`src/rtl/decoder2to4_timed_if.sv`:
```
// Handshake and select-line bundle for decoder2to4_timed.
// Parity signals exist only when DECODER2TO4_PARITY_EN is defined.
interface decoder2to4_timed_if;
  logic       en;
  logic       in_valid;
  logic       in_ready;
  logic [1:0] code;
  logic [3:0] d;
  logic       d_valid;
  logic       busy;
`ifdef DECODER2TO4_PARITY_EN
  logic       code_par;
  logic       par_err;

  modport master (
    output en, in_valid, code, code_par,
    input  in_ready, d, d_valid, busy, par_err
  );

  modport slave (
    input  en, in_valid, code, code_par,
    output in_ready, d, d_valid, busy, par_err
  );
`else
  modport master (
    output en, in_valid, code,
    input  in_ready, d, d_valid, busy
  );

  modport slave (
    input  en, in_valid, code,
    output in_ready, d, d_valid, busy
  );
`endif
endinterface

```
`src/rtl/decoder2to4_timed.sv`:
```
// Registered 2-to-4 decoder: accepts a code over valid/ready, drives one-hot d for HOLD_CYCLES
// clocks, then an all-zero gap of GAP_CYCLES. Optional parity check: DECODER2TO4_PARITY_EN.
module decoder2to4_timed #(
  parameter int unsigned HOLD_CYCLES = 4,
  parameter int unsigned GAP_CYCLES  = 1
) (
  input logic                clk,
  input logic                rst_n,
  decoder2to4_timed_if.slave dec_io
);

  typedef enum logic [1:0] {
    StIdle = 2'd0,
    StHold = 2'd1,
    StGap  = 2'd2
  } state_e;

  localparam logic [7:0] HoldLoad = 8'(HOLD_CYCLES - 1);
  localparam logic [7:0] GapLoad  = (GAP_CYCLES > 0) ? 8'(GAP_CYCLES - 1) : 8'd0;
  localparam bit         HasGap   = (GAP_CYCLES > 0);

  state_e     state_q, state_d;
  logic [7:0] cnt_q, cnt_d;
  logic [3:0] d_q, d_d;
  logic       d_valid_q, d_valid_d;
  logic       busy_q, busy_d;
  logic       in_ready;
  logic       xfer;
  logic       code_ok;

`ifdef DECODER2TO4_PARITY_EN
  logic par_err_q, par_err_d;

  // Even parity over {code, code_par}: odd count of ones marks a corrupted code.
  assign code_ok = ~(^{dec_io.code, dec_io.code_par});
`else
  assign code_ok = 1'b1;
`endif

  // Gated by rst_n so the source never sees ready while the block is held in reset.
  assign in_ready = rst_n && (state_q == StIdle) && dec_io.en;
  assign xfer     = dec_io.in_valid && in_ready;

  always_comb begin
    state_d   = state_q;
    cnt_d     = cnt_q;
    d_d       = d_q;
    d_valid_d = d_valid_q;
    busy_d    = busy_q;
`ifdef DECODER2TO4_PARITY_EN
    par_err_d = 1'b0;
`endif

    unique case (state_q)
      StIdle: begin
        if (xfer && code_ok) begin
          d_d       = 4'b0001 << dec_io.code;
          d_valid_d = 1'b1;
          busy_d    = 1'b1;
          cnt_d     = HoldLoad;
          state_d   = StHold;
        end
`ifdef DECODER2TO4_PARITY_EN
        // A bad code is consumed but yields no pulse.
        par_err_d = xfer && !code_ok;
`endif
      end

      StHold: begin
        if (!dec_io.en || (cnt_q == 8'd0)) begin
          d_d       = 4'b0000;
          d_valid_d = 1'b0;
          if (HasGap) begin
            state_d = StGap;
            cnt_d   = GapLoad;
          end else begin
            state_d = StIdle;
            cnt_d   = 8'd0;
            busy_d  = 1'b0;
          end
        end else begin
          cnt_d = cnt_q - 8'd1;
        end
      end

      StGap: begin
        // en is deliberately ignored here: the gap is never shortened.
        if (cnt_q == 8'd0) begin
          state_d = StIdle;
          busy_d  = 1'b0;
        end else begin
          cnt_d = cnt_q - 8'd1;
        end
      end

      default: begin
        state_d   = StIdle;
        cnt_d     = 8'd0;
        d_d       = 4'b0000;
        d_valid_d = 1'b0;
        busy_d    = 1'b0;
      end
    endcase
  end

  always_ff @(posedge clk or negedge rst_n) begin
    if (!rst_n) begin
      state_q   <= StIdle;
      cnt_q     <= 8'd0;
      d_q       <= 4'b0000;
      d_valid_q <= 1'b0;
      busy_q    <= 1'b0;
    end else begin
      state_q   <= state_d;
      cnt_q     <= cnt_d;
      d_q       <= d_d;
      d_valid_q <= d_valid_d;
      busy_q    <= busy_d;
    end
  end

`ifdef DECODER2TO4_PARITY_EN
  always_ff @(posedge clk or negedge rst_n) begin
    if (!rst_n) begin
      par_err_q <= 1'b0;
    end else begin
      par_err_q <= par_err_d;
    end
  end

  assign dec_io.par_err = par_err_q;
`endif

  assign dec_io.in_ready = in_ready;
  assign dec_io.d        = d_q;
  assign dec_io.d_valid  = d_valid_q;
  assign dec_io.busy     = busy_q;

  a_onehot0 : assert property (@(posedge clk) disable iff (!rst_n) $onehot0(d_q));
  a_dvalid  : assert property (@(posedge clk) disable iff (!rst_n) d_valid_q == (d_q != 4'd0));
  a_idle_nb : assert property (@(posedge clk) disable iff (!rst_n)
                               (state_q == StIdle) |-> !busy_q);

endmodule
```
`src/flat_wrapper.sv`:
```
// flat-port wrapper written by rule: the top's interface ports become plain ports
module decoder2to4_timed_flat 
#(
  parameter int unsigned HOLD_CYCLES = 4,
  parameter int unsigned GAP_CYCLES  = 1
)
  (clk, rst_n, dec_io_en, dec_io_in_valid, dec_io_code, dec_io_in_ready, dec_io_d, dec_io_d_valid, dec_io_busy);
  decoder2to4_timed_if dec_io_i ();
  input logic clk;
  input logic rst_n;
  input wire logic [$bits(dec_io_i.en)-1:0] dec_io_en;
  input wire logic [$bits(dec_io_i.in_valid)-1:0] dec_io_in_valid;
  input wire logic [$bits(dec_io_i.code)-1:0] dec_io_code;
  output wire logic [$bits(dec_io_i.in_ready)-1:0] dec_io_in_ready;
  output wire logic [$bits(dec_io_i.d)-1:0] dec_io_d;
  output wire logic [$bits(dec_io_i.d_valid)-1:0] dec_io_d_valid;
  output wire logic [$bits(dec_io_i.busy)-1:0] dec_io_busy;
  assign dec_io_i.en = dec_io_en;
  assign dec_io_i.in_valid = dec_io_in_valid;
  assign dec_io_i.code = dec_io_code;
  assign dec_io_in_ready = dec_io_i.in_ready;
  assign dec_io_d = dec_io_i.d;
  assign dec_io_d_valid = dec_io_i.d_valid;
  assign dec_io_busy = dec_io_i.busy;
  decoder2to4_timed #(.HOLD_CYCLES(HOLD_CYCLES), .GAP_CYCLES(GAP_CYCLES)) u_core (.clk(clk), .rst_n(rst_n), .dec_io(dec_io_i));
endmodule
```
`config.mk`:
```
export PLATFORM = sky130hd
export DESIGN_NAME = decoder2to4_timed_flat
export DESIGN_NICKNAME = d
export VERILOG_FILES = /design/src/rtl/decoder2to4_timed_if.sv /design/src/rtl/decoder2to4_timed.sv /design/src/flat_wrapper.sv
export SDC_FILE = /design/constraint.sdc
export NUM_CORES = 1
export LEC_CHECK = 0
export CORE_MARGIN = 2
export CORE_UTILIZATION = 48
export DETAILED_ROUTE_END_ITERATION = 12
export HOLD_SLACK_MARGIN = 0.12
export PLACE_DENSITY = 0.83
export SLEW_MARGIN = 40
export SYNTH_ARGS = -nofsm -noshare
export SYNTH_HDL_FRONTEND = slang
export SYNTH_SLANG_ARGS = --single-unit
```
`constraint.sdc`:
```
create_clock -name clk -period 1.8 [get_ports clk]
set_input_delay 0.27 -clock clk [delete_from_list [all_inputs] [get_ports clk]]
set_output_delay 0.27 -clock clk [all_outputs]
set_load 0.01 [all_outputs]
```
==> key figures, run 1 <==
Detailed routing
  • Antenna Nets Post-Route: 0
  • Initial detailed-routing violation count: 32
  • Wire length per cell: 16.1 microns
  • Drt pass-1 iters: 4
  • Final routed DRC violation total: 0
  • Via-to-Cell Ratio: 6.03
  • Routed via count: 953
  • Overall routed net length: 2540 microns

Floorplan
  • Core area: 1940 sq um
  • Boundary pin count: 13
  • Total Die Area: 2400 sq um
  • Number of core rows: 16
  • Y dimension of the die: 49.0 microns
  • Horizontal die dimension: 49.0 microns
  • Effective utilization at floorplan: 50.1%

Clocking
  • Clock input transition at the sequential cells of the worst setup and hold paths: 0.10 ns
  • CTS tree: done
  • Hold-fix buffers at CTS: 0
  • Number of buffers inserted during clock tree synthesis: 3
  • CTS Sinks: 16
  • Cell chosen for the clock root: sky130_fd_sc_hd__clkbuf_4
  • Depth of the CTS H-tree: 1
  • Later-pin clock latency in the skew report: 0.31 ns
  • Maximum buffer depth of the clock tree: 2

Placement
  • Sum of net half-perimeters after detailed placement: 1820 microns
  • Worst Setup Slack post-DPL: -0.0280 ns
  • Global placement routability congestion: 0.860
  • Total placed cells including tap cells: 150
  • IO Port Bufs: 12

Synth
  • Number of enable flip-flop cells after synthesis: 0
  • Ys Warns: 0
  • Synthesized cell area: 973 sq um
  • Per-instance average area after synthesis: 9.83 sq um
  • Nets in the synthesized netlist: 107
  • Most used DFF post-synth: sky130_fd_sc_hd__dfrtp_1
  • Proportion of register bits with asynchronous set or reset after synthesis: 100%
  • Share of the yosys chip area belonging to registers: 41.1%
  • Netlist cell types: 38
  • Instance count of the mapped netlist: 99
  • Post-synthesis sequential element count: 16

Critical path
  • Worst-path cell chain: or4_4 > or2_4 > a211oi_2 > a2bb2oi_2
  • Critical-path top delay cell: sky130_fd_sc_hd__or4_4
  • Slowest Stage Delay on Critical Path: 0.58 ns
  • Data required time at the worst endpoint: 2.05 ns
  • Class of the most critical setup path: reg2reg
  • R2r startpoint: u_core.cnt_q[3]
  • Type of element capturing the critical path: register
  • Slack of the worst reg-to-reg path: 0.03 ns
  • Critical Path AT: 2.01 ns
  • Category of the worst setup path launch point: register
  • Depth of the most critical reg-to-reg path: 4
  • Critical Path Fanout Max: 4
  • Critical path buffers and inverters: 0
  • Category of cells accounting for the largest share of critical-path delay: simple AND/OR/NAND/NOR gates
  • Logic depth of the worst setup path including buffers: 4
  • Endpoint of the lowest-slack register-to-register path: u_core.cnt_q[1]

Final layout
  • # nets final: 140
  • Diode insertion count for antenna repair: 0
  • Multi-input gate area in the final layout: 551 sq um
  • Fraction of layout instances using a drive strength above 1: 29.8%
  • Area delta synth->final: 35.2%
  • Number of cells in the finished layout apart from fillers: 158
  • Number of fillers in the final layout: 166
  • Reg area: 400 sq um
  • Commonest cells after routing, fill and taps aside: 19 x sky130_fd_sc_hd__buf_4, 16 x sky130_fd_sc_hd__dfrtp_1, 11 x sky130_fd_sc_hd__clkdlybuf4s50_1
  • Most frequent standard cell in the layout excluding fill and tap cells: sky130_fd_sc_hd__buf_4

Power and ir drop
  • Maximum vdd drop: 0.00101 V
  • Static Leak: 0.000580 uW
  • Power per cell area: 1610 nW/um^2

Global routing
  • Number of global-route vias before repair: 939
  • Remaining Overflow, GRT: 0
  • Global-route wire length before repair: 4120 microns
  • All-layer global routing usage: 22.5%
  • Initial antenna violation count: 0
  • Maximum number of pins on one net before global-route repair: 17

Min path
  • Worst min-delay path category: in2async

Timing
  • Max_slew headroom: 71.3%
  • Number of failing hold endpoints at the final stage: 0
  • Final clock skew: 0.00223 ns
  • Final critical-path share of the clock period: 98.1%
  • Transition at the pin with the smallest max-transition slack: 0.427 ns
  • RSZ-0062 raised after global routing: true
  • Max Fclk: 0.566 GHz
  • Time the final worst path needs with I/O delays and setup: 1.77 ns
  • Final worst-path setup slack: 0.0340 ns
  • Number of max-slew violations in the final report: 0
  • Final setup violation count: 0

Outcome
  • Run status: complete, no violations

Run
  • Max Cap Viol: 0
worst max-delay path by stage:
| stage | startpoint | endpoint | slack [ns] |
|---|---|---|---|
| floorplan | u_core.cnt_q[0] | u_core.state_q[1] | -0.02 |
| global placement | rst_n | dec_io_in_ready | 0.0009 |
| global route | u_core.cnt_q[1] | u_core.dec_io.d[0] | -0.02 |
| CTS | u_core.cnt_q[0] | u_core.cnt_q[5] | 0.01 |
| detailed placement | rst_n | dec_io_in_ready | -0.03 |
| finish | u_core.cnt_q[3] | u_core.cnt_q[1] | 0.03 |
state kept, by name, summed over array words and instances, names as in the netlist:
| register | flops |
|---|---|
| u_core.cnt_q | 8 |
| u_core.dec_io.d | 4 |
| u_core.state_q | 2 |
| u_core.dec_io.busy | 1 |
| u_core.dec_io.d_valid | 1 |
repair_timing:
item                                    CTS  global route
pin swaps                                 0             2
setup buffers                             1             3
endpoints found under the setup margin    1            14
gates resized for setup                   2             8
kinds of logic after synthesis:
logic type	after synthesis	synth area share, %
flops	16	41.1
fa+ha+maj	2	2.57
buf+inv	8	3.98
compound gates	39	29.8
xor+xnor	1	0.900
simple gates	32	20.4
mux	1	1.16
synthesized netlist by cell type, drive strengths merged, types with 3 or more instances:
library cell  count  area [sq um]
or2               3          21.3
nand3             6          30.0
inv               3          11.3
clkbuf            3          11.3
a21oi             8          40.0
nor2b             5          38.8
o211ai            8          65.1
o21ai             4          20.0
nor2              5          18.8
nor3              4          20.0
dfrtp            16           400
a21o              6          45.0
metrics by stage:
stage	power [uW]	TNS, ns	util (%)	area, sq um	hold slack [ns]
after floorplan	1320	-0.0206	-	977	-0.0256
after global placement	1670	0	63.2	1230	0.463
after detailed placement	1720	-0.0280	63.2	1230	0.473
after CTS	2000	0	65.5	1270	0.148
after global routing	2260	-0.0343	67.8	1320	0.148
final	2120	0	67.8	1320	0.155
cell type report:
type / instances / share of cell area [%]
Tap cell: 27 / 2.57
Timing Repair Buffer: 33 / 21.6
Multi-Input combinational cell: 75 / 41.8
Clock buffer: 4 / 2.76
Sequential cell: 16 / 30.4
Inverter: 3 / 0.856
worst register-to-register path: cells and delay by family, from the launching register on:
kind / cells / cell delay, ns
and+or+nand+nor: 2 / 0.87
AOI/OAI and AO/OA: 2 / 0.44
DFF: 1 / 0.40
metal layers:
layer,vias to the layer above,part of all wire [%],GRT usage (%)
li1,447,-,-
met1,463,42,26.4
met2,40,50,40.0
met3,3,6.0,3.99
met4,0,1.3,10.0
met5,-,0,0
report_power, final:
group / switching, uW / internal [uW]
registers: 88.7 / 494
logic: 625 / 655
clock network: 133 / 124
total: 847 / 1270
Power figures use the tool's default switching activity.
==> inputs of run 2 (changes only) <==
--- a/config.mk
+++ b/config.mk
@@ -6,10 +6,10 @@
 export NUM_CORES = 1
 export LEC_CHECK = 0
 export CORE_MARGIN = 2
-export CORE_UTILIZATION = 48
+export CORE_UTILIZATION = 55
 export DETAILED_ROUTE_END_ITERATION = 12
 export HOLD_SLACK_MARGIN = 0.12
-export PLACE_DENSITY = 0.83
+export PLACE_DENSITY = 0.89
 export SLEW_MARGIN = 40
 export SYNTH_ARGS = -nofsm -noshare
 export SYNTH_HDL_FRONTEND = slang
==> constraint.sdc (replaced) <==
create_clock -name clk -period 2.2 [get_ports clk]
set_input_delay 0.33 -clock clk [delete_from_list [all_inputs] [get_ports clk]]
set_output_delay 0.33 -clock clk [all_outputs]
set_load 0.01 [all_outputs]
==> key figures, run 2 (synthesis gave the netlist of run 1 again) <==
Timing
  • Time the final worst path needs with I/O delays and setup: 1.94 ns
  • RSZ-0062 raised after global routing: false (was true)
  • Number of failing hold endpoints at the final stage: 0 (unchanged)
  • Final setup violation count: 0 (unchanged)
  • Final clock skew: 0.0103 ns (was 0.00223 ns)
  • Post-route setup TNS: 0 ns (unchanged)
  • Max_slew headroom: 63.7% (was 71.3%)
  • Transition at the pin with the smallest max-transition slack: 0.540 ns (was 0.427 ns)
  • Final critical-path share of the clock period: 88.4%
  • Max Fclk: 0.514 GHz
  • Number of max-slew violations in the final report: 0 (unchanged)

Power and ir drop
  • Switching part of the total power: 40.9% (was 39.9%)
  • Power per cell area: 1270 nW/um^2 (was 1610 nW/um^2)
  • Logic pwr share: 51.2% (was 60.4%)
  • Maximum vdd drop: 0.000982 V (was 0.00101 V)
  • Proportion of power drawn by flip-flops and latches: 35.1% (was 27.5%)
  • Int Power: 871 uW (was 1270 uW)
  • Static Leak: 0.000492 uW (was 0.000580 uW)
  • P_sw: 602 uW (was 847 uW)
  • Clk network pwr share: 13.7% (was 12.1%)

Detailed routing
  • Initial detailed-routing violation count: 33 (was 32)
  • Routed via count: 858 (was 953)
  • Drt pass-1 iters: 4 (unchanged)
  • Via-to-Cell Ratio: 6.50 (was 6.03)
  • Overall routed net length: 2200 microns (was 2540 microns)
  • Antenna Nets Post-Route: 0 (unchanged)
  • Final routed DRC violation total: 0 (unchanged)
  • Wire length per cell: 16.7 microns (was 16.1 microns)

Global routing
  • Number of global-route vias before repair: 825 (was 939)
  • Maximum number of pins on one net before global-route repair: 18 (was 17)
  • All-layer global routing usage: 23.0% (was 22.5%)
  • Global-route wire length before repair: 3530 microns (was 4120 microns)
  • Remaining Overflow, GRT: 0 (unchanged)
  • Initial antenna violation count: 0 (unchanged)

Final layout
  • Number of fillers in the final layout: 142 (was 166)
  • Diode insertion count for antenna repair: 0 (unchanged)
  • # nets final: 124 (was 140)
  • Fraction of layout instances using a drive strength above 1: 13.9% (was 29.8%)
  • Post-Route Utilization: 68.7% (was 67.8%)
  • Area delta synth->final: 19.3% (was 35.2%)
  • Register with the most flip-flops: u_core.cnt_q (unchanged)
  • Max reg flops: 8 (unchanged)
  • Commonest cells after routing, fill and taps aside: 16 x sky130_fd_sc_hd__dfrtp_1, 12 x sky130_fd_sc_hd__clkdlybuf4s50_1, 8 x sky130_fd_sc_hd__a21oi_1 (was 19 x sky130_fd_sc_hd__buf_4, 16 x sky130_fd_sc_hd__dfrtp_1, 11 x sky130_fd_sc_hd__clkdlybuf4s50_1)
  • Most frequent standard cell in the layout excluding fill and tap cells: sky130_fd_sc_hd__dfrtp_1 (was sky130_fd_sc_hd__buf_4)

Outcome
  • Run status: complete, no violations (unchanged)

Placement
  • IO Port Bufs: 12 (unchanged)
  • Global placement routability congestion: 0.838 (was 0.860)
  • Sum of net half-perimeters after detailed placement: 1570 microns (was 1820 microns)

Floorplan
  • Core area: 1690 sq um (was 1940 sq um)
  • Horizontal die dimension: 46.1 microns (was 49.0 microns)
  • Total Die Area: 2120 sq um (was 2400 sq um)
  • Y dimension of the die: 46.1 microns (was 49.0 microns)
  • Number of core rows: 15 (was 16)
  • Effective utilization at floorplan: 57.6% (was 50.1%)
  • Boundary pin count: 13 (unchanged)

Clocking
  • CTS tree: done (unchanged)
  • Number of buffers inserted during clock tree synthesis: 3 (unchanged)
  • Maximum buffer depth of the clock tree: 2 (unchanged)
  • Clock input transition at the sequential cells of the worst setup and hold paths: 0.11 ns (was 0.10 ns)
  • Hold-fix buffers at CTS: 0 (unchanged)
  • Cell chosen for the clock root: sky130_fd_sc_hd__clkbuf_4 (unchanged)
  • CTS Sinks: 16 (unchanged)
  • Post-CTS setup buffer count: 0 (was 1)
  • Later-pin clock latency in the skew report: 0.29 ns (was 0.31 ns)
  • # resized after CTS: 0 (was 2)
  • Depth of the CTS H-tree: 1 (unchanged)

Critical path
  • Class of the most critical setup path: in2out (was reg2reg)
  • Category of the worst setup path launch point: primary input (was register)
  • Data required time at the worst endpoint: 1.87 ns (was 2.05 ns)
  • Critical Path AT: 1.61 ns (was 2.01 ns)
  • Type of element capturing the critical path: output pin (was register)
  • Critical Path Fanout Max: 6 (was 4)

Min path
  • Worst min-delay path category: in2async (unchanged)

Run
  • Max Cap Viol: 0 (unchanged)
[run 2: changes by cell type in the layout (fill, tap and decap cells not counted), sizes merged]
| cell | delta |
|---|---|
| clkdlybuf4s50 | +1 |
| dlygate4sd2 | -1 |
| buf | -16 |
[run 2: power by group through the flow]
| stage | logic (uW) | clock network (uW) | registers, uW |
|---|---|---|---|
| 2_1_floorplan | 565 | 0 | 511 |
| 3_3_place_gp | 716 | 0 | 512 |
| 3_5_place_dp | 738 | 0 | 519 |
| 4_1_cts | 747 | 200 | 514 |
| 5_1_grt | 822 | 215 | 530 |
| 6_report | 754 | 202 | 517 |
[run 2: path summary, 6_finish.rpt]
| path | to | start | depth (start not counted) | slack (ns) |
|---|---|---|---|---|
| hold reg to reg | u_core.dec_io.d_valid | u_core.dec_io.d_valid | 1 | 0.49 |
| min in group clk | u_core.dec_io.d_valid | u_core.dec_io.d_valid | 1 | 0.49 |
| hold / removal | u_core.state_q[0] | rst_n | 2 | 0.40 |
| setup reg to reg | u_core.dec_io.d[1] | u_core.cnt_q[0] | 6 | 0.27 |
| setup / recovery | dec_io_in_ready | dec_io_en | 3 | 0.26 |
| max in group asynchronous | u_core.dec_io.d_valid | rst_n | 2 | 1.59 |
[run 2: per-layer routing]
layer / GRT usage (%) / vias to the layer above / part of all wire (%)
li1: - / 412 / -
met1: 29.1 / 404 / 41
met2: 41.4 / 40 / 52
met3: 2.75 / 2 / 6.5
met4: 5.71 / 0 / 0.50
met5: 0 / - / 0
[run 2: stage by stage]
stage          power [uW]  cells  instance area, sq um  hold WS, ns  worst slack, ns
2_1_floorplan        1080     99                   973       0.0344            0.339
3_3_place_gp         1230    128                  1120        0.463            0.294
5_1_grt              1570    132                  1160        0.429            0.169
6_report             1470    132                  1160        0.404            0.256
4_1_cts              1460    132                  1160        0.404            0.260
3_5_place_dp         1260    128                  1120        0.470            0.244
[run 2: critical path, stage by stage]
cell and delay [ns]:
sky130_fd_sc_hd__clkdlybuf4s50_1 0.58, sky130_fd_sc_hd__and3_1 0.18, sky130_fd_sc_hd__clkdlybuf4s50_1 0.53
[run 2: final cells by class]
class / instances / area (sq um) / area share [%]
Tap cell: 17 / 21.3 / 1.83
Inverter: 3 / 11.3 / 0.970
Sequential cell: 16 / 400 / 34.5
Clock buffer: 4 / 36.3 / 3.13
Multi-Input combinational cell: 75 / 534 / 46.0
Timing Repair Buffer: 17 / 158 / 13.6
